--- config.mk ---
export PLATFORM = sky130hd
export DESIGN_NAME = cache_reg_xfer_flat
export DESIGN_NICKNAME = d
export VERILOG_FILES = /design/src/rtl/cache_reg_xfer_if.sv /design/src/rtl/cache_reg_xfer.sv /design/src/flat_wrapper.sv
export SDC_FILE = /design/constraint.sdc
export NUM_CORES = 1
export LEC_CHECK = 0
export ABC_AREA = 1
export ABC_CLOCK_PERIOD_IN_PS = 1600
export CAP_MARGIN = 5
export CORE_MARGIN = 2
export CORE_UTILIZATION = 36
export CTS_BUF_LIST = sky130_fd_sc_hd__clkbuf_16
export CTS_CLUSTER_DIAMETER = 150
export CTS_CLUSTER_SIZE = 16
export DETAILED_ROUTE_END_ITERATION = 10
export PLACE_DENSITY = 0.81
export REMOVE_ABC_BUFFERS = 1
export SLEW_MARGIN = 20
export SYNTH_ARGS = -nofsm -noshare
export SYNTH_HDL_FRONTEND = slang
export SYNTH_SLANG_ARGS = --single-unit
export TNS_END_PERCENT = 5
--- constraint.sdc ---
create_clock -name clk -period 1.6 [get_ports clk]
set_input_delay 0.32 -clock clk [delete_from_list [all_inputs] [get_ports clk]]
set_output_delay 0.32 -clock clk [all_outputs]
set_load 0.05 [all_outputs]
--- src/rtl/cache_reg_xfer_if.sv ---
// Bus bundle for cache_reg_xfer: command handshake, cache four-phase port,
// register-file four-phase port and the completion/abort pulses.
//
// Parameters: N (data width), ADDR_W (cache address width).
// Modports:
//   slave  - the transfer engine (accepts commands, drives both req ports)
//   master - the command issuer and the two responders around the engine
interface cache_reg_xfer_if #(
  parameter int N      = 32,
  parameter int ADDR_W = 12
);
  // command channel
  logic              cmd_valid;
  logic              cmd_ready;
  logic              cmd_dir;
  logic [ADDR_W-1:0] cmd_caddr;
  logic [3:0]        cmd_raddr;
  // cache side
  logic              cache_req;
  logic              cache_ack;
  logic              cache_we;
  logic              cache_re;
  logic [ADDR_W-1:0] cache_addr;
  logic [N-1:0]      cache_wdata;
  logic [N-1:0]      cache_rdata;
  // register-file side
  logic              reg_req;
  logic              reg_ack;
  logic              reg_we;
  logic              reg_re;
  logic [3:0]        reg_addr;
  logic [N-1:0]      reg_wdata;
  logic [N-1:0]      reg_rdata;
  // status pulses
  logic              done;
  logic              err;

  modport slave (
    input  cmd_valid, cmd_dir, cmd_caddr, cmd_raddr,
    input  cache_ack, cache_rdata, reg_ack, reg_rdata,
    output cmd_ready,
    output cache_req, cache_we, cache_re, cache_addr, cache_wdata,
    output reg_req, reg_we, reg_re, reg_addr, reg_wdata,
    output done, err
  );

  modport master (
    output cmd_valid, cmd_dir, cmd_caddr, cmd_raddr,
    output cache_ack, cache_rdata, reg_ack, reg_rdata,
    input  cmd_ready,
    input  cache_req, cache_we, cache_re, cache_addr, cache_wdata,
    input  reg_req, reg_we, reg_re, reg_addr, reg_wdata,
    input  done, err
  );
endinterface

--- src/rtl/cache_reg_xfer.sv ---
// cache_reg_xfer: moves one N-bit word between a cache and a 16-entry
// register file using a four-phase req/ack handshake on each side.
// A load reads the cache and writes the register file; a store reads the
// register file and writes the cache. Both acks arrive asynchronously and
// are resynchronised with two flops before the FSM looks at them.
//
// Parameters: N (data width), ADDR_W (cache address width),
//             TIMEOUT (max cycles spent in any one wait state).
// Ports:      clk   - rising-edge clock
//             rst_n - synchronous active-low reset
//             bus   - cache_reg_xfer_if.slave (command, cache, reg file,
//                     done/err pulses)
// Build option: define XFER_TIMEOUT_EN to add the per-state wait counter
//             that aborts a stalled transfer with an err pulse. Without it
//             err is tied low and waits are unbounded.
module cache_reg_xfer #(
  parameter int N       = 32,
  parameter int ADDR_W  = 12,
  parameter int TIMEOUT = 255
) (
  input logic             clk,
  input logic             rst_n,
  cache_reg_xfer_if.slave bus
);

  if (TIMEOUT < 1) begin : g_timeout_check
    $error("cache_reg_xfer: TIMEOUT must be at least 1");
  end

  typedef enum logic [2:0] {
    IDLE   = 3'd0,
    S1_REQ = 3'd1,
    S1_REL = 3'd2,
    S2_REQ = 3'd3,
    S2_REL = 3'd4,
    DONE   = 3'd5
  } state_t;

  state_t            state;
  state_t            state_adv;   // where the handshake alone would go
  state_t            state_next;  // after a possible timeout abort
  logic              expired;

  logic [1:0]        cache_sync;
  logic [1:0]        reg_sync;
  logic              cache_ack_s;
  logic              reg_ack_s;
  logic              side1_ack_s;
  logic              side2_ack_s;

  logic              dir_q;
  logic [ADDR_W-1:0] caddr_q;
  logic [3:0]        raddr_q;
  logic [N-1:0]      xfer_buf;

  // ack synchronisers: the FSM only ever looks at the second stage
  always_ff @(posedge clk) begin
    if (!rst_n) begin
      cache_sync <= '0;
      reg_sync   <= '0;
    end else begin
      cache_sync <= {cache_sync[0], bus.cache_ack};
      reg_sync   <= {reg_sync[0], bus.reg_ack};
    end
  end

  assign cache_ack_s = cache_sync[1];
  assign reg_ack_s   = reg_sync[1];

  // side 1 is the source (read), side 2 the destination (write)
  assign side1_ack_s = dir_q ? reg_ack_s : cache_ack_s;
  assign side2_ack_s = dir_q ? cache_ack_s : reg_ack_s;

  // state register
  always_ff @(posedge clk) begin
    if (!rst_n) state <= IDLE;
    else        state <= state_next;
  end

`ifdef XFER_TIMEOUT_EN
  localparam int              CNT_W    = (TIMEOUT > 1) ? $clog2(TIMEOUT) : 1;
  localparam logic [CNT_W-1:0] CNT_LAST = CNT_W'(TIMEOUT - 1);

  logic [CNT_W-1:0] tmo_cnt;
  logic             wait_st;
  logic             err_q;

  assign wait_st = (state == S1_REQ) || (state == S1_REL) ||
                   (state == S2_REQ) || (state == S2_REL);
`endif

  // next-state logic
  always_comb begin
    state_adv = state;
    case (state)
      IDLE:    if (bus.cmd_valid)  state_adv = S1_REQ;
      S1_REQ:  if (side1_ack_s)    state_adv = S1_REL;
      S1_REL:  if (!side1_ack_s)   state_adv = S2_REQ;
      S2_REQ:  if (side2_ack_s)    state_adv = S2_REL;
      S2_REL:  if (!side2_ack_s)   state_adv = DONE;
      DONE:                        state_adv = IDLE;
      default:                     state_adv = IDLE;
    endcase
    expired = 1'b0;
`ifdef XFER_TIMEOUT_EN
    // a handshake that completes on the last allowed cycle still wins
    expired = wait_st && (state_adv == state) && (tmo_cnt == CNT_LAST);
`endif
    state_next = expired ? IDLE : state_adv;
  end

  // output logic: only the side owning the current phase is ever driven
  always_comb begin
    bus.cmd_ready = 1'b0;
    bus.cache_req = 1'b0;
    bus.cache_re  = 1'b0;
    bus.cache_we  = 1'b0;
    bus.reg_req   = 1'b0;
    bus.reg_re    = 1'b0;
    bus.reg_we    = 1'b0;
    bus.done      = 1'b0;
    case (state)
      IDLE: bus.cmd_ready = 1'b1;
      S1_REQ: begin
        if (dir_q) begin
          bus.reg_req = 1'b1;
          bus.reg_re  = 1'b1;
        end else begin
          bus.cache_req = 1'b1;
          bus.cache_re  = 1'b1;
        end
      end
      S2_REQ: begin
        if (dir_q) begin
          bus.cache_req = 1'b1;
          bus.cache_we  = 1'b1;
        end else begin
          bus.reg_req = 1'b1;
          bus.reg_we  = 1'b1;
        end
      end
      DONE: bus.done = 1'b1;
      default: ;
    endcase
  end

  // command latch and transfer buffer; fields are only sampled in IDLE
  always_ff @(posedge clk) begin
    if (!rst_n) begin
      dir_q    <= 1'b0;
      caddr_q  <= '0;
      raddr_q  <= '0;
      xfer_buf <= '0;
    end else begin
      if (state == IDLE && bus.cmd_valid) begin
        dir_q   <= bus.cmd_dir;
        caddr_q <= bus.cmd_caddr;
        raddr_q <= bus.cmd_raddr;
      end
      if (state == S1_REQ && state_next == S1_REL)
        xfer_buf <= dir_q ? bus.reg_rdata : bus.cache_rdata;
    end
  end

  // addresses and write data stay put through every phase of a transfer;
  // only the side whose we is high actually consumes its wdata
  assign bus.cache_addr  = caddr_q;
  assign bus.reg_addr    = raddr_q;
  assign bus.cache_wdata = xfer_buf;
  assign bus.reg_wdata   = xfer_buf;

`ifdef XFER_TIMEOUT_EN
  // wait counter restarts on every state entry; err is registered so it
  // lands in the first IDLE cycle after the abort
  always_ff @(posedge clk) begin
    if (!rst_n) begin
      tmo_cnt <= '0;
      err_q   <= 1'b0;
    end else begin
      err_q <= expired;
      if (!wait_st || (state_next != state)) tmo_cnt <= '0;
      else                                   tmo_cnt <= tmo_cnt + CNT_W'(1);
    end
  end

  assign bus.err = err_q;
`else
  assign bus.err = 1'b0;
`endif

endmodule

--- src/flat_wrapper.sv ---
// flat-port wrapper written by rule: the top's interface ports become plain ports
module cache_reg_xfer_flat 
#(
  parameter int N       = 32,
  parameter int ADDR_W  = 12,
  parameter int TIMEOUT = 255
)
  (clk, rst_n, bus_cmd_valid, bus_cmd_dir, bus_cmd_caddr, bus_cmd_raddr, bus_cache_ack, bus_cache_rdata, bus_reg_ack, bus_reg_rdata, bus_cmd_ready, bus_cache_req, bus_cache_we, bus_cache_re, bus_cache_addr, bus_cache_wdata, bus_reg_req, bus_reg_we, bus_reg_re, bus_reg_addr, bus_reg_wdata, bus_done, bus_err);
  cache_reg_xfer_if #(.N(N), .ADDR_W(ADDR_W)) bus_i ();
  input logic clk;
  input logic rst_n;
  input wire logic [$bits(bus_i.cmd_valid)-1:0] bus_cmd_valid;
  input wire logic [$bits(bus_i.cmd_dir)-1:0] bus_cmd_dir;
  input wire logic [$bits(bus_i.cmd_caddr)-1:0] bus_cmd_caddr;
  input wire logic [$bits(bus_i.cmd_raddr)-1:0] bus_cmd_raddr;
  input wire logic [$bits(bus_i.cache_ack)-1:0] bus_cache_ack;
  input wire logic [$bits(bus_i.cache_rdata)-1:0] bus_cache_rdata;
  input wire logic [$bits(bus_i.reg_ack)-1:0] bus_reg_ack;
  input wire logic [$bits(bus_i.reg_rdata)-1:0] bus_reg_rdata;
  output wire logic [$bits(bus_i.cmd_ready)-1:0] bus_cmd_ready;
  output wire logic [$bits(bus_i.cache_req)-1:0] bus_cache_req;
  output wire logic [$bits(bus_i.cache_we)-1:0] bus_cache_we;
  output wire logic [$bits(bus_i.cache_re)-1:0] bus_cache_re;
  output wire logic [$bits(bus_i.cache_addr)-1:0] bus_cache_addr;
  output wire logic [$bits(bus_i.cache_wdata)-1:0] bus_cache_wdata;
  output wire logic [$bits(bus_i.reg_req)-1:0] bus_reg_req;
  output wire logic [$bits(bus_i.reg_we)-1:0] bus_reg_we;
  output wire logic [$bits(bus_i.reg_re)-1:0] bus_reg_re;
  output wire logic [$bits(bus_i.reg_addr)-1:0] bus_reg_addr;
  output wire logic [$bits(bus_i.reg_wdata)-1:0] bus_reg_wdata;
  output wire logic [$bits(bus_i.done)-1:0] bus_done;
  output wire logic [$bits(bus_i.err)-1:0] bus_err;
  assign bus_i.cmd_valid = bus_cmd_valid;
  assign bus_i.cmd_dir = bus_cmd_dir;
  assign bus_i.cmd_caddr = bus_cmd_caddr;
  assign bus_i.cmd_raddr = bus_cmd_raddr;
  assign bus_i.cache_ack = bus_cache_ack;
  assign bus_i.cache_rdata = bus_cache_rdata;
  assign bus_i.reg_ack = bus_reg_ack;
  assign bus_i.reg_rdata = bus_reg_rdata;
  assign bus_cmd_ready = bus_i.cmd_ready;
  assign bus_cache_req = bus_i.cache_req;
  assign bus_cache_we = bus_i.cache_we;
  assign bus_cache_re = bus_i.cache_re;
  assign bus_cache_addr = bus_i.cache_addr;
  assign bus_cache_wdata = bus_i.cache_wdata;
  assign bus_reg_req = bus_i.reg_req;
  assign bus_reg_we = bus_i.reg_we;
  assign bus_reg_re = bus_i.reg_re;
  assign bus_reg_addr = bus_i.reg_addr;
  assign bus_reg_wdata = bus_i.reg_wdata;
  assign bus_done = bus_i.done;
  assign bus_err = bus_i.err;
  cache_reg_xfer #(.N(N), .ADDR_W(ADDR_W), .TIMEOUT(TIMEOUT)) u_core (.clk(clk), .rst_n(rst_n), .bus(bus_i));
endmodule
==> results of run 1 <==
-- worst min-delay path, delay by kind of cell, from the launching register on --
| family | cells | cell delay [ns] |
|---|---|---|
| DFF | 1 | 0.31 |
| and+or+nand+nor | 1 | 0.05 |
| buffers and inverters | 1 | 0.04 |
-- logic make-up (layout without fill, tap and decap cells) --
group / after synthesis / in the layout / share of synthesized area [%]
AOI/OAI and AO/OA: 52 / 52 / 9.64
buffers and inverters: 68 / 213 / 15.2
DFF: 56 / 56 / 41.5
other: 1 / 1 / 0.139
and+or+nand+nor: 227 / 227 / 33.5
-- power by group through the flow --
stage / registers [uW] / logic [uW] / clock network (uW)
after global routing: 1730 / 2720 / 1150
after CTS: 1710 / 2540 / 1090
after global placement: 1720 / 2470 / 0
after floorplan: 2550 / 644 / 0
final: 1710 / 2550 / 1060
after detailed placement: 1730 / 2500 / 0
-- sequential cells by signal (all words and copies together), names as in the netlist --
register	flops
u_core.bus.reg_addr	4
u_core.state	3
u_core.cache_sync	2
u_core.bus.cache_addr	12
u_core.reg_sync	2
u_core.dir_q	1
u_core.bus.cache_wdata	32
-- metrics by stage --
step	worst slack, ns	total power, uW
CTS	-0.0229	5340
finish	-0.0126	5320
global placement	0.0903	4190
floorplan	-1.43	3190
global route	-0.0768	5600
detailed placement	0.0618	4240
-- area by class of cell --
| class | instances | area (um^2) |
|---|---|---|
| clock inverter | 3 | 17.5 |
| timing repair buffer | 192 | 1800 |
| tap | 99 | 124 |
| multi-input combinational | 280 | 1210 |
| fill | 654 | 2800 |
| inverter | 13 | 51.3 |
| clock buffer | 5 | 125 |
| sequential | 56 | 1130 |
-- Yosys cell counts, types with 6 or more instances --
| library cell | count | share of area (%) |
|---|---|---|
| nand3_1 | 19 | 3.5 |
| clkbuf_1 | 6 | 0.83 |
| buf_2 | 10 | 1.9 |
| buf_4 | 36 | 10 |
| nand2_1 | 79 | 11 |
| a21oi_1 | 18 | 3.3 |
| inv_1 | 10 | 1.4 |
| o21ai_0 | 34 | 6.3 |
| nor2_1 | 122 | 17 |
| dfxtp_1 | 56 | 42 |
-- layer usage --
metal | up-vias | wire (um) | share of wire, % | GRT usage [%]
met2 | 111 | 4270 | 51 | 36.5
li1 | 1509 | - | - | -
met1 | 1397 | 3340 | 40 | 22.3
met4 | 0 | 222 | 2.7 | 6.92
met5 | - | 0 | 0 | 0
met3 | 18 | 507 | 6.1 | 4.01
-- how the worst max path moves through the flow --
stage	cells after the start	endpoint	startpoint	slack, ns
detailed placement	5	u_core.bus.cache_addr[9]$_SDFFE_PN0P_	bus_cmd_valid	0.06
CTS	3	bus_cmd_ready	u_core.state[2]$_SDFF_PN0_	-0.02
global placement	5	u_core.bus.reg_addr[0]$_SDFFE_PN0P_	bus_cmd_valid	0.09
floorplan	7	u_core.bus.cache_wdata[0]$_SDFFE_PN0P_	u_core.dir_q$_SDFFE_PN0P_	-1.43
finish	3	bus_done	u_core.state[1]$_SDFF_PN0_	-0.01
global route	3	bus_done	u_core.state[1]$_SDFF_PN0_	-0.08
-- timing repair --
action / 4_1_cts / 5_1_grt
setup buffers: 3 / 0
resized for setup: 9 / 9
pin swaps: 1 / 0
endpoints found under the setup margin: 6 / 9
==> results.toml, run 1 <==
[global_routing]
grt_pass1_vias = 2855
grt_use_total_pct = 19.7
grt.overflow.total = 0
antenna_found_initial = 0
grt_max_degree = 33
grt_pass1_wl_mm = 13.3

[worst_setup_path]
r2r_start = "u_core.state[1]$_SDFF_PN0_"
path_max_fanout = 5
regToRegSetupSlack_ns = 0.14
critPathTopFamily = "flip-flops"
required_ns = 1.28
worstPathCellList = "buf_4 > nor3_1 > buf_12"
end_kind = "output pin"
reg2reg_to = "u_core.bus.cache_wdata[1]$_SDFFE_PN0P_"
start_kind = "flip-flop"
worst-path-buf-inv = 2
critPathKind = "reg -> out"
critPathSlowestCell = "dfxtp_4"
slowest_delay_ns = 0.36
cp_data_arrival_time_ns = 1.29
reg2reg_depth = 8

[clocking]
cts_buffers = 5
cts_tree = "done"
cts-root-buf = "clkbuf_16"
clk_transition_reported_paths_ns = 0.06
htree_levels = 2
clockBufferDepth = 2
cts_sinks = 56
ctsHoldBuffers = 0
clock_latency_ns = 0.29

[timing]
timing.final.crit_share_pct = 101
min_period_ns = 1.61
finalSetupViolCount = 1
slew_violations = 0
hold_viol_final = 0
fmax_mhz = 620
rsz0062_at_grt = "yes"
fin_setup_tns_ns = -0.0126
clock_skew_ns = 0.00671
setup_slack_ns = -0.0126
holdWs_ns = 0.413

[synth]
synth-async-reset-ratio_pct = 0
syn_inst = 404
syn_avg_cell_area_um2 = 6.68
seq_area_frac_synth_pct = 41.5
yosysWarnings = 0
syn-cell-area_um2 = 2700
synth_top_flop_cell = "dfxtp_1"
synth-seq-cells = 56
synth_edf_count = 0
synth_cell_type_count = 20

[floorplan]
coreArea_um2 = 7250
dieArea_um2 = 8210
die_w_um = 90.6
fp-row-count = 31
start_util_pct = 37.2
die-height_um = 90.6
pin_count = 175

[drt]
drtIter0Drc = 72
dr.pass1.iters = 4
viasPerCell = 4.68
vias = 3035
routed_wl_mm = 8.34
drc = 0
wl_per_cell_um = 12.9
ant_nets = 0

[worst_hold_path]
holdCritStartpoint = "u_core.reg_sync[0]$_SDFF_PN0_"
min_path_type = "reg -> reg"
hold-path-endpoint = "u_core.reg_sync[1]$_SDFF_PN0_"
holdPathStages = 2

[pwr]
leakagePower_uw = 0.00206
ir_drop_mv = 0.583
power_frac_clock_pct = 19.9
internal_power_uw = 3070
power_frac_comb_pct = 48.0
swShare_pct = 42.3
power.density_nw_per_um2 = 1190
seqPwrFrac_pct = 32.1
switchingPower_uw = 2250

[place]
dp.cells = 637
post-dp-hpwl_mm = 6.51
portBuffers = 173
gp_congestion = 0.811
placed_area_um2 = 4240

[outcome]
violations = "negative setup slack"
status = "complete, but fails checks"

[finish]
final_common_cell = "nor2_1"
syn_to_final_growth_pct = 65.1
nets = 634
stdcell_area_um2 = 4460
final_layout_size_suffix_gt1_share_pct = 23.9
final_cell_mix = "nor2_1 (118), buf_4 (95), clkdlybuf4s50_1 (85), nand2_1 (79), dfxtp_1 (52)"
utilization_pct = 61.4
n_antenna_cell = 0
fin_cells = 648

[job]
drv_cap = 0
(Power assumes the default switching activity.)
==> run 2: changes to the inputs <==
Settings changed: CTS_CLUSTER_DIAMETER 150 to 40, PLACE_DENSITY 0.81 to 0.8.
==> results.toml, run 2 (synthesis results as in run 1) <==
[global_routing]
grt.overflow.total = 0
grt_use_total_pct = 18.3
grt_max_degree = 46
grt_pass1_wl_mm = 12.6
grt_pass1_vias = 2694
antenna_found_initial = 0

[timing]
slew_violations = 0
timing.final.crit_share_pct = 98.2
setup_slack_ns = 0.0285
min_period_ns = 1.57
finalSetupViolCount = 0
fmax_mhz = 636
clock_skew_ns = 0.00617
rsz0062_at_grt = "yes"
hold_viol_final = 0

[floorplan]
coreArea_um2 = 7250
start_util_pct = 37.2
die_w_um = 90.6
die-height_um = 90.6
pin_count = 175
fp-row-count = 31
dieArea_um2 = 8210

[pwr]
leakagePower_uw = 0.00206
power.density_nw_per_um2 = 1190
ir_drop_mv = 0.606

[drt]
ant_nets = 0
wl_met2_mm = 4.04
viasPerCell = 4.54
wl_per_cell_um = 12.1
routed_wl_mm = 7.85
met1_length_mm = 3.33
drc = 0
wl_met3_um = 414
vias = 2946
drtIter0Drc = 114
dr.pass1.iters = 4
highest_layer = "met4"

[worst_setup_path]
critPathKind = "reg -> out"
path_max_fanout = 5
worstPathCellList = "inv_4 > nand3_4 > nor2_2 > or2_4 > buf_12"
start_kind = "flip-flop"
end_kind = "output pin"
slowest_delay_ns = 0.36
required_ns = 1.28
cp_data_arrival_time_ns = 1.25
critPathSlowestCell = "dfxtp_2"

[finish]
n_antenna_cell = 0
fin_cells = 649
final_common_cell = "nor2_1"
final_cell_mix = "nor2_1 (118), buf_4 (99), clkdlybuf4s50_1 (85), nand2_1 (79), dfxtp_1 (52)"
syn_to_final_growth_pct = 63.5
final_layout_size_suffix_gt1_share_pct = 24.0
largest_register_ffs = 32
nets = 635

[place]
dp.cells = 637
post-dp-hpwl_mm = 6.01
portBuffers = 173
gp_congestion = 0.805
dp_slack_ns = 0.104

[clocking]
cts_tree = "done"
ctsHoldBuffers = 0
cts_sinks = 56
htree_levels = 2
cts_buffers = 5
clock_latency_ns = 0.29
cts-root-buf = "clkbuf_16"
clockBufferDepth = 2
clk_transition_reported_paths_ns = 0.06

[worst_hold_path]
min_path_type = "reg -> reg"

[job]
drv_cap = 0

[outcome]
status = "complete, no violations"
run 2: cell count changes in the layout (fill, tap and decap cells not counted), sizes merged:
cell      before  now
buf          107  108
clkinv         3    2
clkinvlp       0    1
run 2: path summary, 6_finish.rpt:
path,from,to,slack (ns),cells past startpoint
setup / recovery,u_core.state[2]$_SDFF_PN0_,bus_cache_req,0.03,5
hold / removal,u_core.cache_sync[0]$_SDFF_PN0_,u_core.cache_sync[1]$_SDFF_PN0_,0.42,2
setup reg to reg,u_core.dir_q$_SDFFE_PN0P_,u_core.bus.cache_wdata[0]$_SDFFE_PN0P_,0.19,8
hold reg to reg,u_core.cache_sync[0]$_SDFF_PN0_,u_core.cache_sync[1]$_SDFF_PN0_,0.42,2
run 2: routing by layer:
metal	vias up	global-route usage [%]
met4	0	3.97
met5	-	0
met2	100	33.1
met3	4	3.01
li1	1518	-
met1	1324	22.9
run 2: final cells by class:
cell class,instances,area [um^2]
fill,654,2840
timing repair buffer,193,1770
multi-input combinational,280,1200
sequential,56,1130
clock buffer,5,125
tap,99,124
inverter,13,51.3
clock inverter,3,15.0
run 2: stage by stage:
stage / TNS [ns] / cell area [um^2] / hold WS (ns) / util (%) / total power (uW)
global placement: 0 / 4200 / 0.393 / 57.9 / 4150
floorplan: -51.10 / 2340 / 0.390 / - / 3190
CTS: -0.00491 / 4380 / 0.422 / 60.4 / 5250
detailed placement: 0 / 4200 / 0.407 / 57.9 / 4180
finish: 0 / 4410 / 0.418 / 60.8 / 5260
global route: -0.133 / 4410 / 0.445 / 60.8 / 5540
run 2: worst max-delay path, delay by kind of cell, from the launching register on:
kind	cells	cell delay, ns
simple gates	3	0.40
flops	1	0.36
buf+inv	2	0.21
run 2: repair_timing:
| action | in CTS | in global routing |
|---|---|---|
| pin swaps | 1 | 0 |
| setup endpoints to repair | 6 | 19 |
| setup buffers | 1 | 3 |
| resized for setup | 10 | 5 |
| cloned | 0 | 0 |
run 2: report_power, final:
group | switching (uW) | total (uW) | internal, uW
registers | 135 | 1700 | 1570
logic | 1620 | 2540 | 924
clock network | 452 | 1020 | 569
total | 2200 | 5260 | 3060
